$ cat src/rtl/rr_arbiter4.sv
// Four-way round-robin arbiter: holds a one-hot grant until the owner releases it, then rotates priority.
// Optional hold-time limit with forced release is enabled by defining GNT_TIMEOUT_EN.
module rr_arbiter4 #(
  parameter int MAX_HOLD = 16,
  parameter int CNT_W    = 5
) (
  input  logic       clk,
  input  logic       rst_n,
  input  logic [3:0] req,
  input  logic       done,
  output logic [3:0] gnt,
  output logic [1:0] gnt_idx,
  output logic       gnt_valid,
  output logic       timeout
);

  if (MAX_HOLD < 2 || MAX_HOLD > 31 || (2 ** CNT_W) <= MAX_HOLD) begin : g_bad_cfg
    $error("rr_arbiter4: MAX_HOLD must be 2..31 and fit in CNT_W bits");
  end

  typedef enum logic {IDLE, BUSY} state_t;

  state_t     state;
  logic [1:0] ptr;
  logic [1:0] sel;
  logic       release_c;

  // First requester at or after p, wrapping modulo 4.
  function automatic logic [1:0] rr_pick(input logic [3:0] r, input logic [1:0] p);
    logic [1:0] pick;
    logic [1:0] cand;
    pick = p;
    for (int i = 3; i >= 0; i--) begin
      cand = p + 2'(i);
      if (r[cand]) pick = cand;
    end
    return pick;
  endfunction

  assign sel       = rr_pick(req, ptr);
  assign release_c = done | ~req[gnt_idx];

`ifdef GNT_TIMEOUT_EN
  logic [CNT_W-1:0] hold_cnt;

  always_ff @(posedge clk or negedge rst_n) begin
    if (!rst_n) begin
      state     <= IDLE;
      ptr       <= 2'b00;
      gnt       <= 4'b0000;
      gnt_idx   <= 2'b00;
      gnt_valid <= 1'b0;
      timeout   <= 1'b0;
      hold_cnt  <= '0;
    end else begin
      timeout <= 1'b0;
      case (state)
        IDLE: begin
          if (|req) begin
            gnt       <= 4'b0001 << sel;
            gnt_idx   <= sel;
            gnt_valid <= 1'b1;
            hold_cnt  <= '0;
            state     <= BUSY;
          end
        end
        BUSY: begin
          // A normal release wins over the limit when both land on the same edge.
          if (release_c || hold_cnt == CNT_W'(MAX_HOLD - 1)) begin
            gnt       <= 4'b0000;
            gnt_valid <= 1'b0;
            ptr       <= gnt_idx + 2'd1;
            timeout   <= ~release_c;
            state     <= IDLE;
          end else begin
            hold_cnt <= hold_cnt + 1'b1;
          end
        end
        default: state <= IDLE;
      endcase
    end
  end
`else
  assign timeout = 1'b0;

  always_ff @(posedge clk or negedge rst_n) begin
    if (!rst_n) begin
      state     <= IDLE;
      ptr       <= 2'b00;
      gnt       <= 4'b0000;
      gnt_idx   <= 2'b00;
      gnt_valid <= 1'b0;
    end else begin
      case (state)
        IDLE: begin
          if (|req) begin
            gnt       <= 4'b0001 << sel;
            gnt_idx   <= sel;
            gnt_valid <= 1'b1;
            state     <= BUSY;
          end
        end
        BUSY: begin
          if (release_c) begin
            gnt       <= 4'b0000;
            gnt_valid <= 1'b0;
            ptr       <= gnt_idx + 2'd1;
            state     <= IDLE;
          end
        end
        default: state <= IDLE;
      endcase
    end
  end
`endif

endmodule

$ cat config.mk
export PLATFORM = sky130hd
export DESIGN_NAME = rr_arbiter4
export DESIGN_NICKNAME = d
export VERILOG_FILES = /design/src/rtl/rr_arbiter4.sv
export SDC_FILE = /design/constraint.sdc
export NUM_CORES = 1
export LEC_CHECK = 0
export ABC_AREA = 1
export CELL_PAD_IN_SITES_DETAIL_PLACEMENT = 0
export CELL_PAD_IN_SITES_GLOBAL_PLACEMENT = 1
export CORE_MARGIN = 3
export CORE_UTILIZATION = 30
export CTS_CLUSTER_SIZE = 28
export DETAILED_ROUTE_END_ITERATION = 10
export PLACE_DENSITY_LB_ADDON = 0.05
export SYNTH_ARGS = -nofsm -noshare
export SYNTH_HDL_FRONTEND = slang
export SYNTH_SLANG_ARGS = --single-unit
$ cat constraint.sdc
create_clock -name clk -period 1.7 [get_ports clk]
set_input_delay 0.255 -clock clk [delete_from_list [all_inputs] [get_ports clk]]
set_output_delay 0.255 -clock clk [all_outputs]
set_load 0.1 [all_outputs]
After elaboration in Yosys (flattened, before gate mapping)
Index checks and enable logic that the tools add are counted.
W data, S select, Z words.

word-level totals
  bits of input ports = 7
  flip-flop bits (word level) = 10
  logic and storage cells = 47
  output and inout bits = 8

operators by class
  bitwise operators = 3
  reduce and logical (&&, ||, !) cells = 4
  add/subtract/negate cells = 4
  multiplexer cells = 23
  shift operators = 1
  eq/ne operators = 2
  $lt $le $gt $ge = 5

operators by type and width
  cell                   count
  $lt A2 B3 Y1 const B   5
  $bmux W1 S2            5
  $mux W1                9
  $mux W2                4
  $mux W4                2
  $pmux W4 S2            1
  $reduce_and A2 Y1      3
  $add A2 B1 Y2 const B  2
  $add A2 B2 Y2 const B  2
  $pmux W1 S2            2
  $reduce_or A4 Y1       1
  $shl A1 B2 Y4 const A  1
  $ne A2 B1 Y1 const B   1
  $ne A2 B2 Y1 const B   1
  $not A1 Y1             2
  $or A1 B1 Y1           1

Longest topological paths before layout
Gate-level depths: netlist of the first run.

  depth in word-level cells = 10
  depth in mapped cells = 13
  depth with buffers taken out = 12

Least setup slack after synthesis of the first run
OpenSTA, ideal clock, no wires.

  kind = reg2reg
  from = register gnt_idx[1]
  to = register gnt[0]
  library setup time = 68 ps
  data required time = 1632 ps
  path slack = -107 ps
  path buffers = 0
  stages on the path, launching flop included = 6
  clock period less this slack = 1807 ps
  arrival time = 1739 ps
  path through = dfrtp_1 > o211ai_1 > a21o_1 > a21oi_1 > nand2_1 > nand2_1

between the ends
  cells in the longest elaborated chain, start to end = 6

RTL lines
  item                                line  source
  from (decl)                         12    output logic [1:0] gnt_idx,
  from (signal assigned)              98    gnt_idx <= sel;
  $bmux W1 S2                         41    assign release_c = done | ~req[gnt_idx];
  $mux W1 (implied by the code)       41
  $not A1 Y1                          41
  $or A1 B1 Y1                        41
  $ne A2 B1 Y1 (no source line)       -
  $reduce_and A2 Y1 (no source line)  -
  to (signal assigned)                97    gnt <= 4'b0001 << sel;
  to (decl)                           11    output logic [3:0] gnt,

No other way between the ends. The select of a mux whose other input is x is not followed.
A chain may end at the register's enable or synchronous reset.

Worst setup path in the final report of the first run
  from = input port req[1]
  to = register gnt[3]

between the ends
  cells in the longest elaborated chain, start to end = 9
  elaborated cells on any way between the ends = 23
  classes of those cells = eq/ne (2); shift (1); mux (16); bitwise (2); reduce/logical (2)

RTL lines
  item                           line  source
  from (decl)                    9     input logic [3:0] req,
  $bmux W1 S2                    35    if (r[cand]) pick = cand;
  $mux W1 (implied by the code)  35
  $mux W2 (4 in series)          35
  $shl A1 B2 Y4                  97
  $mux W4                        96    if (|req) begin
  $pmux W4 S2                    94    case (state)

Several ways; a longest one is shown, not always the timed one. The select of a mux whose other input is x is not followed.

==> results of run 1 <==
-- synth_stat cells (all sizes together) --
master / n / area (µm²)
nand3: 8 / 45.0
dfrtp: 10 / 250
conb: 1 / 3.75
buf: 2 / 18.8
xnor2: 1 / 8.76
nand2: 49 / 211
o21ai: 5 / 25.0
a31oi: 1 / 6.26
nor4: 1 / 6.26
o211ai: 1 / 7.51
a21boi: 1 / 18.8
a21o: 1 / 7.51
inv: 13 / 53.8
a21oi: 2 / 10.0
nor2: 3 / 13.8
nand4: 2 / 12.5
-- critical path, delay by kind of cell --
| kind | cells | cell delay, ns |
|---|---|---|
| buffers and inverters | 2 | 0.57 |
| AO/OA/AOI/OAI | 4 | 0.70 |
| AND/OR/NAND/NOR | 2 | 0.17 |
-- final cells by class --
class	instances	area, µm²
flip-flops and latches	10	254
clock buffers	4	36.3
multi-input cells	76	377
repair buffers	16	223
well taps	27	33.8
inverters	13	53.8
fillers	223	1100
-- worst paths after layout --
| path | from | to | slack [ns] | cells past startpoint |
|---|---|---|---|---|
| worst max-delay path | req[1] | gnt[3] | 0.22 | 8 |
| max in group asynchronous | rst_n | gnt_idx[0] | 1.06 | 1 |
| worst max register to register | ptr[0] | gnt[1] | 0.23 | 12 |
| worst min-delay path | rst_n | gnt_valid | 0.30 | 1 |
| worst min register to register | gnt_valid | gnt_valid | 0.54 | 2 |
| min in group clk | gnt_valid | gnt_valid | 0.54 | 2 |
-- cell usage in the layout (no fill, tap or decap), types with 2 or more instances in the layout --
cell / Yosys / final
nand2_1: 38 / 38
inv_1: 11 / 11
nand2_2: 11 / 11
nand3_1: 7 / 7
dfrtp_1: 10 / 7
buf_12: 0 / 7
clkdlybuf4s50_1: 0 / 6
o21ai_0: 5 / 5
clkbuf_4: 0 / 3
dfrtp_2: 0 / 3
buf_4: 1 / 3
a21oi_1: 2 / 2
nor2_1: 2 / 2
nand4_1: 2 / 2
-- cells by family (layout without fill, tap and decap cells) --
logic type	Yosys count	in the layout	share of synthesized area (%)
other	1	1	0.536
AO/OA/AOI/OAI	11	11	10.7
flip-flops	10	10	35.8
XOR/XNOR	1	1	1.25
buffers and inverters	15	33	10.4
AND/OR/NAND/NOR	63	63	41.3
-- sequential cells by signal, summed over array words and instances, names as in the netlist --
name and flops:
gnt_valid 1, ptr 2, state 1, gnt_idx 2, gnt 4
-- through the flow --
stage                     hold slack [ns]  setup slack, ns  TNS, ns  instance area (µm²)  utilization [%]
final                               0.297            0.221        0                  977             46.9
after global routing                0.319           0.0164        0                  977             46.9
after CTS                           0.314            0.110        0                  976             46.9
after detailed placement            0.521          -0.0515   -0.173                  940             45.1
after global placement              0.526          -0.0489   -0.180                  940             45.1
after floorplan                   -0.0406            0.171        0                  702                -
-- routing by layer --
layer  wire (µm)  vias to the layer above  track usage, %  share of wire (%)
met4           0                        0            4.15                  0
met2         726                       12            20.1                 45
met3          94                        0            5.18                5.8
met5           0                        -               0                  0
met1         791                      275            17.2                 49
li1            -                      353               -                  -
-- timing repair --
action                     4_1_cts  5_1_grt
setup endpoints to repair        0        4
gates resized for setup          0        1
hold endpoints to repair         0        0
==> run metrics, run 1 <==
status finished, final reports clean; Die Y around 54 µm; Req. time, crit path between 1.5 and 2 ns; Unique masters post-synth 22; vias in the first global route between 600 and 700; DRC Markers 0; Root Buffer clkbuf_4; Syn Inst Count between 100 and 150; # hold bufs at CTS 0; CTS tree yes; final worst path period need 1.48 ns; Num Clock Sinks 10; vias per cell 4.38; max_cap viols 0; Fin. Hold Viols 0; layout cell share with drive strength beyond 1 27.7%; GRT overflow 0; Hold/Removal Path Class in2async; Fmax 676 MHz; Clock Skews approximately 0.0071 ns; Final #Nets 127; Seq cells post-synth 10; die area 0.00295 mm²; Cell Count, Final, Fillers Out roughly 150; Final setup viols 0; total length of routed wires approximately 1600 µm; Seq/Total Area, Yosys about 36%; Num CTS Buffers 3; Post-Syn Area approximately 700 µm²; first-pass GRT wire length 2770 µm; Post-DRT Antenna Nets 0; critical path startpoint category input port; Die Width 54.3 µm; Max Buffers Root-to-Sink 2; WP data arrival around 1.7 ns; synth-to-layout area growth 39.7%; initial antenna violation count 0; Crit Path Category in2reg; Worst path slowest cell clkdlybuf4s50_1; # diodes 0; WL/cell between 10 and 15 µm; worst skew pair latency around 0.27 ns; post-detail-place hpwl 1280 µm; RSZ-0062 raised after global routing no; CP max stage delay approximately 0.5 ns; Slew Viols, Final 0; Placeable Area approximately 0.0021 mm²; Post-CTS Setup Inserts 0; largest net degree at the start of global routing 11; initial core utilization about a third; Ports 15; largest fanout on the critical path 4; drt pass-1 iters 3; Mean Syn Cell Area 6.92 µm²; Mapped Nets 108; total global-route track usage between 10% and 20%; Ys Warns 0; Vias 640; initial drt markers 11; Setup crit end kind register; placed insts 142; critical path, cell by cell clkdlybuf4s50_1 -> inv_1 -> a21oi_1 -> o21ai_0 -> a21o_1 -> a21oi_1 -> nand2_1 -> nand2_1; Rows 16; clock slew at reported path FFs roughly 0.070 ns; H-tree depth 1; I/O Buffers 13; Final Cycle Share 87.0%; RePlAce Congestion 0.860
Power of run 1 is not shown: default switching activity piles up to over one toggle a cycle in this logic, so the estimate is an artifact.
==> run 2, diff against run 1 <==
- SETUP_SLACK_MARGIN: not set -> 0.15
- SLEW_MARGIN: not set -> 5
==> run metrics, run 2 (synthesis gave the netlist of run 1 again) <==
status finished, final reports clean; CTS tree yes; H-tree depth 1; Reg area 255 µm²; Final Cycle Share a little under nine tenths; area of the multi-input gates 380 µm²; initial core utilization 33.6%; most frequent cells in the layout 38 x nand2_1, 11 x inv_1, 11 x nand2_2, 7 x nand3_1, 7 x buf_12; GRT overflow 0; most common cell after layout, fill and taps aside nand2_1; Clock Skews 0.00603 ns; vias per cell ~4.4; largest net degree at the start of global routing 11; clock slew at reported path FFs 0.07 ns; max_cap viols 0; Crit Path Category reg2reg; RSZ-0062 raised after global routing yes; initial drt markers 6; Hold/Removal Path Class in2async; WP data arrival roughly 1.6 ns; post-detail-place hpwl between 1000 and 1500 µm; synth-to-layout area growth 41.5%; worst skew pair latency roughly 0.27 ns; FILL cells between 200 and 250; first-pass GRT wire length around 2800 µm; final hold slack between 0.2 and 0.3 ns; Fin. Hold Viols 0; vias in the first global route between 600 and 700; Num Clock Sinks 10; Max Buffers Root-to-Sink 2; # diodes 0; layout cell share with drive strength beyond 1 roughly 30%; RePlAce Congestion 0.860; final worst path period need around 1.5 ns; Vias ~650; Req. time, crit path ~1.9 ns; Final #Nets between 100 and 150; Ports 15; Post-DRT Antenna Nets 0; largest fanout on the critical path 9; initial antenna violation count 0; Die Width about 54 µm; die area 0.00295 mm²; DRC Markers 0; Final setup viols 0; Reg with most FFs gnt; Num CTS Buffers 3; max FFs per register 4; Slew Viols, Final 0; WL/cell roughly 11 µm; Setup crit end kind register; total length of routed wires 1610 µm; critical path startpoint category register; Die Y approximately 54 µm; Fmax 689 MHz; total global-route track usage about an eighth; Rows 16; largest registers gnt: 4 flops, gnt_idx: 2 flops, ptr: 2 flops; Root Buffer clkbuf_4; I/O Buffers 13; drt pass-1 iters 3; Placeable Area roughly 0.0021 mm²
-- run 2: cell types whose count changed in the layout (fill, tap and decap cells not counted), sizes merged --
cell  change
buf       +1
-- run 2: per-layer routing --
| layer | part of all wire, % | vias up | wire length (µm) | GRT usage [%] |
|---|---|---|---|---|
| met3 | 5.8 | 0 | 94 | 5.18 |
| met4 | 0 | 0 | 0 | 4.15 |
| met1 | 49 | 278 | 784 | 17.2 |
| met2 | 45 | 12 | 731 | 20.1 |
| li1 | - | 355 | - | - |
| met5 | 0 | - | 0 | 0 |
-- run 2: path summary, 6_finish.rpt --
| kind | start | end | slack [ns] | cells after the start |
|---|---|---|---|---|
| min | rst_n | gnt_valid | 0.30 | 1 |
| max in group asynchronous | rst_n | gnt_idx[0] | 1.06 | 1 |
| max reg2reg | ptr[0] | gnt[1] | 0.25 | 12 |
| max | ptr[0] | gnt[1] | 0.25 | 12 |
| min reg2reg | gnt_valid | gnt_valid | 0.53 | 2 |
| min in group clk | gnt_valid | gnt_valid | 0.53 | 2 |
-- run 2: metrics by stage --
stage	worst slack (ns)	TNS (ns)	instances	instance area, µm²	utilization, %
after global placement	-0.0489	-0.180	142	940	45.1
after global routing	0.0703	0	147	990	47.5
after detailed placement	-0.0515	-0.173	142	940	45.1
after floorplan	0.171	0	101	702	-
final	0.249	0	147	990	47.5
after CTS	0.214	0	146	977	46.9
-- run 2: worst max-delay path, stage by stage, from the launching register on --
cell and delay, ns:
dfrtp_2 0.49, inv_6 0.11, nand2_1 0.06, nand2_2 0.07, nand2_2 0.07, nand2_2 0.08
inv_1 0.05, nand2_2 0.08, nand2_2 0.05, nand2_2 0.08, nand2_1 0.07, nand3_1 0.09
nand2_1 0.05
-- run 2: timing repair --
action	CTS	global route
resized for setup	1	2
endpoints found under the hold margin	0	0
setup buffers	0	1
setup endpoints to repair	3	6
hold buffers	0	0
-- run 2: layout make-up --
| cell class | count | share of cell area [%] |
|---|---|---|
| clock buffer | 4 | 3.67 |
| inverter | 13 | 5.44 |
| multi-input combinational | 76 | 38.4 |
| sequential | 10 | 25.8 |
| tap | 27 | 3.41 |
| timing repair buffer | 17 | 23.3 |
Power of run 2 is left out for the same reason.
==> run 3, diff against run 2 <==
- CORE_MARGIN: 3 -> 2
==> run metrics, run 3 (synthesis gave the netlist of run 1 again) <==
Reg with most FFs gnt; vias in the first global route between 600 and 700; largest fanout on the critical path 6; Reg area 255 µm²; WP data arrival roughly 1.7 ns; DRC Markers 0; most frequent cells in the layout 35 x nand2_1, 14 x nand2_2, 11 x inv_1, 7 x buf_12, 7 x buf_4; final worst path period need approximately 1.5 ns; Clock Skews around 0.00024 ns; # diodes 0; FILL cells 240; RePlAce Congestion about 0.72; worst skew pair latency 0.26 ns; Num CTS Buffers 3; Fin. Hold Viols 0; Placeable Area about 0.0022 mm²; Final #Nets 131; max_cap viols 0; first-pass GRT wire length ~2700 µm; Rows 17; Die Y 52.3 µm; Fmax 684 MHz; Req. time, crit path 1.90 ns; Setup crit end kind register; largest registers gnt: 4 flops, gnt_idx: 2 flops, ptr: 2 flops; total global-route track usage roughly 14%; area of the multi-input gates 403 µm²; CP startpoint ptr[0]; Final setup viols 0; Post-DRT Antenna Nets 0; Ports 15; GRT overflow 0; CTS tree yes; Slew Viols, Final 0; Root Buffer clkbuf_4; WL/cell between 10 and 15 µm; Hold/Removal Path Class in2async; critical path startpoint category register; initial antenna violation count 0; Final Cycle Share 86.0%; initial drt markers 11; layout cell share with drive strength beyond 1 about 36%; status finished, final reports clean; largest net degree at the start of global routing 11; H-tree depth 1; die area 0.00273 mm²; I/O Buffers 13; drt pass-1 iters 4; Die Width between 50 and 60 µm; Max Buffers Root-to-Sink 2; post-detail-place hpwl 1240 µm; total length of routed wires 1650 µm; Vias a little under 700; most common cell after layout, fill and taps aside nand2_1; RR Startpoint ptr[0]; vias per cell roughly 4.6; Cell Count, Final, Fillers Out 150; initial core utilization a little under a third; max FFs per register 4; placed insts 142; synth-to-layout area growth 46.5%; # hold bufs at CTS 0; Crit Path Category reg2reg; Num Clock Sinks 10; RSZ-0062 raised after global routing no; clock slew at reported path FFs around 0.060 ns
==> run 3: changes by cell type in the layout (fill, tap and decap cells not counted), sizes merged <==
cell / delta
buf: +3
clkdlybuf4s50: -1
clkinv: +1
dlymetal6s2s: +1
clkbuf: -1
inv: -1
==> run 3: final timing paths <==
kind	depth (start not counted)	end	slack, ns
max in group asynchronous	1	gnt_idx[0]	1.04
setup reg to reg	10	gnt[0]	0.24
hold / removal	1	gnt_valid	0.31
min in group clk	2	gnt_valid	0.54
hold reg to reg	2	gnt_valid	0.54
setup / recovery	10	gnt[0]	0.24
==> run 3: layout make-up <==
cell class | instances | share of cell area [%]
well taps | 28 | 3.42
multi-input cells | 76 | 39.3
inverters | 13 | 5.25
clock buffers | 3 | 2.20
flip-flops and latches | 10 | 24.9
repair buffers | 20 | 24.9
==> run 3: what timing repair did <==
item / in CTS / in global routing
hold endpoints to repair: 0 / 0
setup buffers: 0 / 5
gates resized for setup: 0 / 13
setup endpoints to repair: 0 / 6
==> run 3: routing by layer <==
metal | vias to the layer above | wire (µm) | track usage (%)
met2 | 18 | 750 | 21.9
met3 | 5 | 88 | 4.29
met5 | - | 0 | 0
li1 | 358 | - | -
met4 | 0 | 33 | 5.13
met1 | 306 | 783 | 17.0
==> run 3: metrics by stage <==
stage	utilization [%]	setup slack (ns)	instance area (µm²)	setup TNS (ns)	hold slack, ns
2_1_floorplan	-	0.171	702	0	-0.0406
3_3_place_gp	42.2	-0.0661	933	-0.259	0.520
3_5_place_dp	42.2	-0.0333	933	-0.122	0.532
4_1_cts	43.2	0.150	956	0	0.325
5_1_grt	46.3	0.130	1020	0	0.364
6_report	46.3	0.238	1020	0	0.315
==> run 3: worst max-delay path: stages (launching register included) <==
cell and delay, ns:
dfrtp_2 0.46, buf_4 0.17, nand2_1 0.05, nand2_1 0.07, nand2_1 0.08, nand2_2 0.06, nor2_2 0.09, nand2_2 0.08
a21boi_4 0.17, nand4_1 0.10, nand2_1 0.07
Power of run 3 is left out for the same reason.
